File: src/rtl/alu_arbiter.sv
// alu_arbiter: four requesters share one registered ALU through a round-robin grant;
// each accepted operation runs IDLE -> EXEC -> RESP and is held until the consumer takes it.
module alu_arbiter #(
    parameter int data_width = 32
) (
    input  logic                    clk,
    input  logic                    reset,
    input  logic [3:0]              req_valid,
    output logic [3:0]              req_ready,
    input  logic [4*data_width-1:0] req_a,
    input  logic [4*data_width-1:0] req_b,
    input  logic [7:0]              req_op,
    output logic                    rsp_valid,
    input  logic                    rsp_ready,
    output logic [1:0]              rsp_id,
    output logic [data_width-1:0]   rsp_data,
    output logic                    rsp_zero,
    output logic                    busy
);
    typedef enum logic [1:0] {IDLE, EXEC, RESP} state_t;

    state_t                state, state_next;
    logic [1:0]            last_grant, grant, op_q, id_q;
    logic [data_width-1:0] a_q, b_q, alu;
    logic                  transfer;

    // Walk the ring from farthest to nearest so the nearest set bit after last_grant wins.
    always_comb begin
        grant = last_grant;
        for (int k = 4; k >= 1; k--)
            if (req_valid[last_grant + 2'(k)]) grant = last_grant + 2'(k);
    end

    assign req_ready = (state == IDLE && !reset && |req_valid) ? 4'b0001 << grant : 4'b0000;
    assign transfer  = |req_ready;
    assign rsp_valid = state == RESP;
    assign busy      = state != IDLE;
    assign alu       = op_q[1] ? (op_q[0] ? a_q | b_q : a_q & b_q)
                               : (op_q[0] ? a_q - b_q : a_q + b_q);

    always_comb begin
        state_next = state;
        if (state == IDLE && transfer) state_next = EXEC;
        else if (state == EXEC) state_next = RESP;
        else if (state == RESP && rsp_ready) state_next = IDLE;
    end

    always_ff @(posedge clk) begin
        if (reset) begin
            state      <= IDLE;
            last_grant <= 2'd3;
            rsp_data   <= '0;
            rsp_zero   <= 1'b0;
            rsp_id     <= 2'd0;
        end else begin
            state <= state_next;
            if (transfer) begin
                last_grant <= grant;
                a_q        <= req_a[grant*data_width +: data_width];
                b_q        <= req_b[grant*data_width +: data_width];
                op_q       <= req_op[grant*2 +: 2];
                id_q       <= grant;
            end
            if (state == EXEC) begin
                rsp_data <= alu;
                rsp_zero <= alu == '0;
                rsp_id   <= id_q;
            end
        end
    end
endmodule
File: config.mk
export PLATFORM = sky130hd
export DESIGN_NAME = alu_arbiter
export DESIGN_NICKNAME = d
export VERILOG_FILES = /design/src/rtl/alu_arbiter.sv
export SDC_FILE = /design/constraint.sdc
export NUM_CORES = 1
export LEC_CHECK = 0
export BUFFER_PORTS_ARGS = -buffer_cell sky130_fd_sc_hd__buf_4
export CELL_PAD_IN_SITES_DETAIL_PLACEMENT = 0
export CELL_PAD_IN_SITES_GLOBAL_PLACEMENT = 1
export CORE_MARGIN = 10
export CORE_UTILIZATION = 41
export CTS_CLUSTER_SIZE = 12
export DETAILED_ROUTE_END_ITERATION = 8
export PLACE_DENSITY = 0.95
export SETUP_SLACK_MARGIN = 0.2
export SLEW_MARGIN = 0
export SYNTH_ARGS = -nofsm -noshare
export SYNTH_HDL_FRONTEND = slang
export SYNTH_SLANG_ARGS = --single-unit
File: constraint.sdc
create_clock -name clk -period 10.67 [get_ports clk]
set_clock_uncertainty 0.1 [all_clocks]
set_input_delay 1.067 -clock clk [delete_from_list [all_inputs] [get_ports clk]]
set_output_delay 1.067 -clock clk [all_outputs]
set_load 0.05 [all_outputs]
* Yosys cells after proc, flatten, opt, wreduce, memory -nomap -nowiden *
Index checks and enable logic that the tools add are counted.

cells by class
  add/subtract/negate cells = 5
  order comparisons = 3
  equality and inequality tests = 2
  shifts and indexed selects = 4
  mux-type cells = 16
  bitwise logic cells = 3
  reductions and logical operators = 14

operators by type and width
  kind                                                         number
  variable part select 128 x 8 -> 32 bit                       2
  2-to-1 mux 32 bit                                            3
  adder 32 bit                                                 1
  bitwise AND 32 bit                                           1
  logical NOT 32 bit                                           1
  bitwise OR 32 bit                                            1
  subtractor 32 bit                                            1
  2-to-1 mux 2 bit                                             5
  less-than comparator 2 x 3 -> 1 bit (second input constant)  3
  OR reduction 4 bit                                           2
  variable part select 8 x 4 -> 2 bit                          1
  binary-select mux 1 bit (select 2 bit)                       3
  adder 2 bit (second input constant)                          2
  logical AND 1 bit                                            4
  2-to-1 mux 1 bit                                             4
  2-to-1 mux 4 bit                                             1
  nonzero test 2 bit                                           2
  left shift 1 x 2 -> 4 bit (first input constant)             1
  nonzero test 3 bit                                           1
  adder 2 x 1 -> 2 bit (second input constant)                 1
  equality test 2 x 1 -> 1 bit (second input constant)         1
  equality test 2 bit (second input constant)                  1
  logical NOT 2 bit                                            1
  AND reduction 2 bit                                          1
  other kinds (3)                                              3

word-level totals
  register bits = 107
  input port bits = 271
  output and inout port bits = 41
  logic and storage cells = 57

* Longest topological paths before layout *
Gate-level depths: netlist of the first run.

  depth after elaboration = 11
  mapped depth = 21
  depth with buffers taken out = 19

* Worst setup path before layout of the first run *
No wires, ideal clock.

  path type = register to register
  from = register op_q[0]
  to = register rsp_zero
  library setup time = 0.060 ns
  arrival = 4.925 ns
  data required time = 10.510 ns
  setup slack = 5.585 ns
  cell stages (with the launch flop) = 21
  buffers on the path = 7
  period minus slack after synthesis = 5.085 ns
  path through = edfxtp_1 -> clkbuf_1 -> clkbuf_1 -> clkbuf_1 -> buf_2 -> clkbuf_1 -> buf_1 -> nor2_1 -> xnor2_1 -> ha_1 -> clkbuf_1 -> nand2_1 -> o21ai_1 -> nand2_1 -> a2111oi_1 -> nor4_2 -> xor2_1 -> o2111ai_1 -> or4_1 -> or4_1 -> nand2_1

between the ends
  word-level cells in the longest chain between the ends = 3
  elaborated cells on any way between the ends = 4
  classes of those cells = mux (3); reduce/logical (1)

RTL lines
  item                                  line    text
  start, declared                       23      logic [1:0] last_grant, grant, op_q, id_q;
  start signal, assigned                61      op_q <= req_op[grant*2 +: 2];
  2-to-1 mux 32 bit (on tied branches)  39, 38
  2-to-1 mux 32 bit *                   38      assign alu = op_q[1] ? (op_q[0] ? a_q | b_q : a_q & b_q)
  logical NOT 32 bit *                  66      rsp_zero <= alu == '0;
  end signal, assigned                  53      rsp_zero <= 1'b0;
  end signal, assigned                  66
  end, declared                         17      output logic rsp_zero,

Every way passes the cells marked *; elsewhere a longest branch is shown, timed or not.
A chain may end at the register's enable or synchronous reset.

* Worst setup path in the final report of the first run *
  from = register b_q[2]
  to = register rsp_zero

between the ends
  word-level cells in the longest chain between the ends = 4
  elaborated cells on any way between the ends = 8
  classes of those cells = add/sub (2); mux (3); bitwise (2); reduce/logical (1)

RTL lines
  item                                        line    text
  start, declared                             24      logic [data_width-1:0] a_q, b_q, alu;
  start signal, assigned                      60      b_q <= req_b[grant*data_width +: data_width];
  adder 32 bit, or another cell as far along  39      : (op_q[0] ? a_q - b_q : a_q + b_q);
  2-to-1 mux 32 bit (on tied branches)        39, 38
  2-to-1 mux 32 bit *                         38
  logical NOT 32 bit *                        66

Marks and branches as above.

==> impl_metrics.csv, run 1 <==
group,metric,value,unit
die,core,20200,µm²
setup_path,cp_cell_sequence,"nor4_2 > and2_1 > nand2_1 > nor4_1 > and2_1 > nor2_1 > xnor2_1 > ha_1 > nand4_1 > nor4_1 > nand2_1 > a21oi_1 > nor4_2 > xor2_1 > o2111ai_1 > or4_1 > or4_1 > nand2_1",
routing,drtIter0Drc,500,
min_path,whs_path_depth,2,
logic_synthesis,syn_nets,1142,
logic_synthesis,synth.area.top_cells,"edfxtp_1 (24%), mux4_2 (18%), dfxtp_1 (9.3%), ha_1 (5.0%), a21oi_1 (4.5%)",
setup_path,critPathCaptureType,"flip-flop",
routing,first_pass_iters,5,
setup_path,cp-start-kind,"flip-flop",
setup_path,timing.rr.start,"b_q[2]",
finish,fillerInstances,1796,
logic_synthesis,synthTopCellsByCount,"nor2_1 (91), a21oi_1 (76), edfxtp_1 (68), nand2_1 (68), mux4_2 (66)",
logic_synthesis,ys_types,71,
pwr,powerDensity,199,nW/µm²
logic_synthesis,ys_ff_latch,107,
pwr,p_switching,0.949,mW
pwr,ir_worst_vdd,0.0848,mV
logic_synthesis,synthFlopType,"edfxtp_1",
clocking,cts_tree,"built",
die,die_height,163,µm
setup_path,worstSetupPathType,"flip-flop to flip-flop",
die,die_area,26700,µm²
logic_synthesis,yosysWarnings,0,
sta,period_share,52.7,%
clocking,clock_latency,360,ps
sta,finalHoldViolations,0,
finish,nets,1416,
clocking,cts_hold_buf,0,
clocking,cts-resized-gates,0,
routing,drt_wl_total,28.2,mm
pwr,internal-power,1.29,mW
routing,drc,0,
global_routing,grt_max_degree,74,
logic_synthesis,synth.largest_area_cell,"edfxtp_1",
setup_path,cp.required,10870,ps
routing,wl_per_cell,20.3,µm
logic_synthesis,synth_top_area_share,24.2,%
finish,diodes,0,
global_routing,grt_usage,20.4,%
clocking,cts_buffers,9,
finish,layout.cells.non_filler,1385,
clocking,cts-root-buf,"clkbuf_16",
setup_path,worstPathMaxFanout,11,
pwr,swShare,42.3,%
finish,area_delta_synth_final,34.0,%
setup_path,reg2reg_to,"rsp_zero",
logic_synthesis,synth-seq-area-share,33.5,%
routing,vias_per_cell,5.59,
setup_path,worst_r2r_path_depth,18,
global_routing,grt_antenna_before_repair,0,
die,die_width,163,µm
clocking,cts_setup_buffers,0,
finish,multi_input_area,5360,µm²
setup_path,arrival,5820,ps
logic_synthesis,synthCells,836,
global_routing,grt_pass1_wl,43.8,mm
sta,slew_headroom,29.4,%
clocking,clk_pin_slew,70,ps
sta,setup_viol,0,
finish,seqCellArea,2820,µm²
sta,setup_tns,0,ps
finish,fin_util,55.8,%
place,placedCellCount,1369,
logic_synthesis,avgSynthCellArea,10.1,µm²
die,fp-row-count,52,
die,initial_core_util,41.7,%
place,place.port_buffers,311,
finish,finish.instance_area,11300,µm²
global_routing,grt_overflow,0,
run,drv_cap,0,
finish,layout-drive-gt1-share,37.8,%
die,ios,312,
place,dpl_cell_area,11000,µm²
clocking,clockBufferDepth,2,
clocking,clock_sinks,107,
min_path,hold_start,"rsp_data[31]",
sta,grt_setup_unrepaired,"false",
sta,slew_viol_final,0,
clocking,h-tree-depth,3,
place,dp_hpwl,23.3,mm
routing,vias,7736,
status,status,"completed",
setup_path,slowest_delay,800,ps
pwr,pwr-share-seq,26.8,%
sta,period_minus_slack,5620,ps
logic_synthesis,synth_edf_count,68,
sta,worstMarginPinSlew,1050,ps
logic_synthesis,syn_area,8430,µm²
pwr,pwr-share-comb,57.5,%
sta,clock.fmax,178,MHz
min_path,hold_path.class,"flip-flop to flip-flop",
logic_synthesis,yosysMostFrequentCell,"nor2_1",
setup_path,slowest_stage,"nor4_1",
routing,ant_nets,0,
setup_path,regToRegSetupSlack,5050,ps
pwr,clkPwrFrac,15.7,%
setup_path,cp_common_cell,"nand2_1",
global_routing,grt_pass1_vias,7966,
min_path,min_to,"rsp_data[31]",
logic_synthesis,async_reset_ff_share,0,%
pwr,p_leak,4.55,nW
place,place_congestion,0.917,
## critical path: cells and delay by family, from the launching register on
kind | cells | cell delay (ps)
compound gates | 2 | 290
xor+xnor | 2 | 360
fa+ha+maj | 1 | 510
flops | 1 | 520
simple gates | 13 | 3780
## worst max-delay path by stage
stage / slack [ps] / end / cells past startpoint / start
2_1_floorplan: 5580 / rsp_zero / 20 / op_q[0]
5_1_grt: 4470 / rsp_zero / 18 / b_q[7]
6_report: 5050 / rsp_zero / 18 / b_q[2]
3_5_place_dp: 5060 / rsp_zero / 18 / b_q[2]
4_1_cts: 5030 / rsp_zero / 18 / b_q[2]
3_3_place_gp: 5180 / rsp_zero / 19 / b_q[7]
## layout by cell type, fill, tap and decap left out, drive strengths merged, types with 4 or more instances in the layout
cell    instances
buf           318
nor2           91
a21oi          78
nand2          68
edfxtp         68
mux4           66
o21ai          50
xnor2          42
dfxtp          39
ha             34
a211oi         26
maj3           22
nor3           21
inv            19
nand3          15
xor2           13
clkbuf         13
nand4          10
nor4            9
a31oi           8
o211ai          8
nand2b          7
a21o            7
mux2i           6
nor2b           6
and3            5
o21a            5
or4             5
and2            4
o211a           4
or3             4
## sequential cells by signal, summed over array words and instances (netlist names)
register,flops
rsp_id,2
rsp_zero,1
b_q,32
op_q,2
last_grant,2
id_q,2
rsp_data,32
a_q,32
state,2
## metal layers
layer  share of wire [%]  vias to the layer above  track usage [%]
li1                    -                     3762                -
met1                  43                     3646             26.8
met2                  47                      300             32.6
met3                 8.2                       28             5.39
met4                 1.5                        0             5.45
met5                   0                        -                0
## cell families (layout without fill, tap and decap cells)
family | Yosys count | count (layout) | share of synthesized area, %
AO/OA/AOI/OAI | 218 | 218 | 16.6
buffers and inverters | 73 | 352 | 3.35
flip-flops | 107 | 107 | 33.5
adder cells (fa/ha/maj) | 57 | 57 | 7.90
XOR/XNOR | 55 | 55 | 5.80
multiplexers | 73 | 73 | 18.5
AND/OR/NAND/NOR | 253 | 253 | 14.4
## cell type report
| class | instances | area share, % |
|---|---|---|
| flip-flops and latches | 107 | 25.0 |
| repair buffers | 318 | 21.1 |
| multi-input cells | 656 | 47.5 |
| clock buffers | 13 | 2.40 |
| well taps | 270 | 2.99 |
| inverters | 18 | 0.598 |
| clock inverters | 3 | 0.399 |
## power groups by stage
stage	clock network, mW	logic [mW]	registers [mW]
floorplan	0	0.867	0.664
global placement	0	1.28	0.607
detailed placement	0	1.28	0.611
CTS	0.358	1.28	0.602
global route	0.372	1.41	0.612
finish	0.352	1.29	0.602
## stage by stage
stage / setup WS [ps] / hold slack [ps] / power [mW]
CTS: 5030 / 355 / 2.24
global route: 4470 / 379 / 2.39
detailed placement: 5060 / 346 / 1.89
floorplan: 5580 / 371 / 1.53
global placement: 5180 / 341 / 1.89
finish: 5050 / 354 / 2.24
No activity file was read; power rests on OpenSTA's default activity.
==> inputs of run 2 (changes only) <==
--- a/config.mk
+++ b/config.mk
@@ -9,10 +9,10 @@
 export CELL_PAD_IN_SITES_DETAIL_PLACEMENT = 0
 export CELL_PAD_IN_SITES_GLOBAL_PLACEMENT = 1
 export CORE_MARGIN = 10
-export CORE_UTILIZATION = 41
+export CORE_UTILIZATION = 34
 export CTS_CLUSTER_SIZE = 12
 export DETAILED_ROUTE_END_ITERATION = 8
-export PLACE_DENSITY = 0.95
+export PLACE_DENSITY = 0.85
 export SETUP_SLACK_MARGIN = 0.2
 export SLEW_MARGIN = 0
 export SYNTH_ARGS = -nofsm -noshare
==> constraint.sdc (replaced) <==
create_clock -name clk -period 5 [get_ports clk]
set_clock_uncertainty 0.1 [all_clocks]
set_input_delay 0.5 -clock clk [delete_from_list [all_inputs] [get_ports clk]]
set_output_delay 0.5 -clock clk [all_outputs]
set_load 0.05 [all_outputs]
==> run 2 against run 1 <==
Critical path depth down 2. Die area up 18%. Non-clock buffer count rose by 29. Final cell count rose by 6.0%. Register-to-register slack got worse by 4600 ps. Highest routed layer unchanged. Maximum frequency up 22%. Via count grew 1.4%. Largest cell class unchanged. Largest power group unchanged. Sequential share of layout area shrank 0.86 points. Sequential power rose by 120%. Core utilization down 7.9 points. Combinational power is 120% higher. Hold slack worse by 1.5 ps.
==> impl_metrics.csv, run 2 (same netlist as run 1, synthesis figures left out) <==
group,metric,value,unit
status,status,"completed",
global_routing,grt_pass1_wl,43.9,mm
sta,period_share,92.0,%
global_routing,grt_max_degree,67,
routing,drc,0,
die,fp-row-count,57,
sta,worstMarginPinSlew,981,ps
pwr,powerDensity,415,nW/µm²
die,ios,312,
clocking,cts_tree,"built",
setup_path,cp_cell_sequence,"or4_4 > or3_4 > nor3_4 > and2_4 > nor2_1 > xnor2_2 > ha_4 > buf_4 > a211oi_2 > nor2_1 > nor4_2 > xor2_1 > o2111ai_1 > or4_1 > or4_4 > nand2_1",
setup_path,timing.rr.start,"b_q[15]",
min_path,hold_path.class,"input pin to flip-flop",
setup_path,reg2reg_to,"rsp_zero",
sta,grt_setup_unrepaired,"true",
setup_path,worst_r2r_path_depth,16,
routing,ant_nets,0,
pwr,p_leak,4.71,nW
finish,area_delta_synth_final,38.8,%
routing,drt_wl_total,29.0,mm
finish,diodes,0,
routing,drtIter0Drc,633,
clocking,cts_buffers,9,
finish,nets,1445,
sta,finalHoldViolations,0,
sta,clock.fmax,218,MHz
sta,fin_ws,402,ps
clocking,cts-root-buf,"clkbuf_16",
clocking,h-tree-depth,3,
place,place_congestion,0.900,
routing,vias_per_cell,5.34,
sta,holdWs,352,ps
finish,layout.cells.non_filler,1468,
die,die_area,31500,µm²
clocking,clockBufferDepth,2,
routing,first_pass_iters,5,
finish,top_regs,"a_q: 32 flops, b_q: 32 flops, rsp_data: 32 flops",
global_routing,grt_pass1_vias,7942,
die,core,24400,µm²
pwr,ir_worst_vdd,0.226,mV
sta,slew_headroom,34.6,%
setup_path,worstSetupPathType,"flip-flop to flip-flop",
finish,most-common-layout-cells,"buf_4 (344), nor2_1 (90), a21oi_1 (70)",
routing,wl_met2,13.7,mm
die,initial_core_util,34.6,%
setup_path,slowest_delay,570,ps
global_routing,grt_antenna_before_repair,0,
global_routing,grt_usage,17.5,%
routing,met1_length,12.8,mm
die,die_width,177,µm
finish,layout-drive-gt1-share,41.4,%
place,post-place-ws,215,ps
clocking,clk_pin_slew,70,ps
sta,setup_viol,0,
finish,layout_commonest_cell,"buf_4",
routing,wl_per_cell,19.7,µm
place,dp_hpwl,24.1,mm
setup_path,regToRegSetupSlack,400,ps
sta,period_minus_slack,4600,ps
clocking,cts_hold_buf,0,
sta,slew_viol_final,0,
place,placedCellCount,1440,
clocking,clock_sinks,107,
sta,setup_tns,0,ps
min_path,hold_start,"rsp_ready",
setup_path,worstPathMaxFanout,7,
place,place.port_buffers,311,
global_routing,grt_overflow,0,
setup_path,slowest_stage,"or4_4",
routing,dr_wl_met3,1.94,mm
setup_path,arrival,4800,ps
setup_path,cp.required,5200,ps
min_path,min_to,"state[1]",
clocking,clock_latency,360,ps
min_path,whs_path_depth,4,
routing,vias,7846,
setup_path,critPathCaptureType,"flip-flop",
routing,top_layer,"met4",
die,die_height,177,µm
setup_path,cp-start-kind,"flip-flop",
run,drv_cap,0,
run 2: worst max path at each step:
stage	start	endpoint	depth (start not counted)
after floorplan	op_q[0]	rsp_zero	20
after global placement	b_q[16]	rsp_zero	17
after detailed placement	b_q[4]	rsp_zero	18
after CTS	b_q[16]	rsp_zero	17
after global routing	b_q[8]	rsp_zero	20
final	b_q[15]	rsp_zero	16
run 2: per-layer routing:
layer	track usage, %	up-vias
met5	0	-
met4	4.34	0
met3	3.78	28
met2	28.0	316
met1	23.6	3681
li1	-	3821
run 2: power breakdown:
group / leakage [nW] / internal [mW] / switching, mW
clock network: 0.129 / 0.342 / 0.326
logic: 3.62 / 1.28 / 1.62
registers: 0.962 / 1.15 / 0.146
total: 4.71 / 2.77 / 2.09
run 2: worst max-delay path: cells and delay by family (launching register included):
kind	cells	cell delay, ps
compound gates	2	330
xor+xnor	2	410
fa+ha+maj	1	250
buf+inv	1	160
flops	1	430
simple gates	10	2840
run 2: layout make-up:
type | instances | area (µm²)
clock buffer | 10 | 229
clock inverter | 6 | 50.0
fill | 2232 | 12700
inverter | 18 | 67.6
multi-input combinational | 656 | 5480
sequential | 107 | 2820
tap | 324 | 405
timing repair buffer | 347 | 2640
run 2: per-stage QoR:
| step | cell area (µm²) | utilization, % | power [mW] |
|---|---|---|---|
| after floorplan | 8440 | - | 3.27 |
| after global placement | 11200 | 46.0 | 4.10 |
| after detailed placement | 11200 | 46.0 | 4.11 |
| after CTS | 11500 | 47.1 | 4.80 |
| after global routing | 11700 | 48.0 | 5.20 |
| final | 11700 | 48.0 | 4.86 |
run 2: what timing repair did:
item                                    CTS  global route
cloned                                    0             0
gates resized for setup                   1            28
endpoints found under the setup margin    1             1
buffers inserted                          0            12
pin swaps                                 0            12
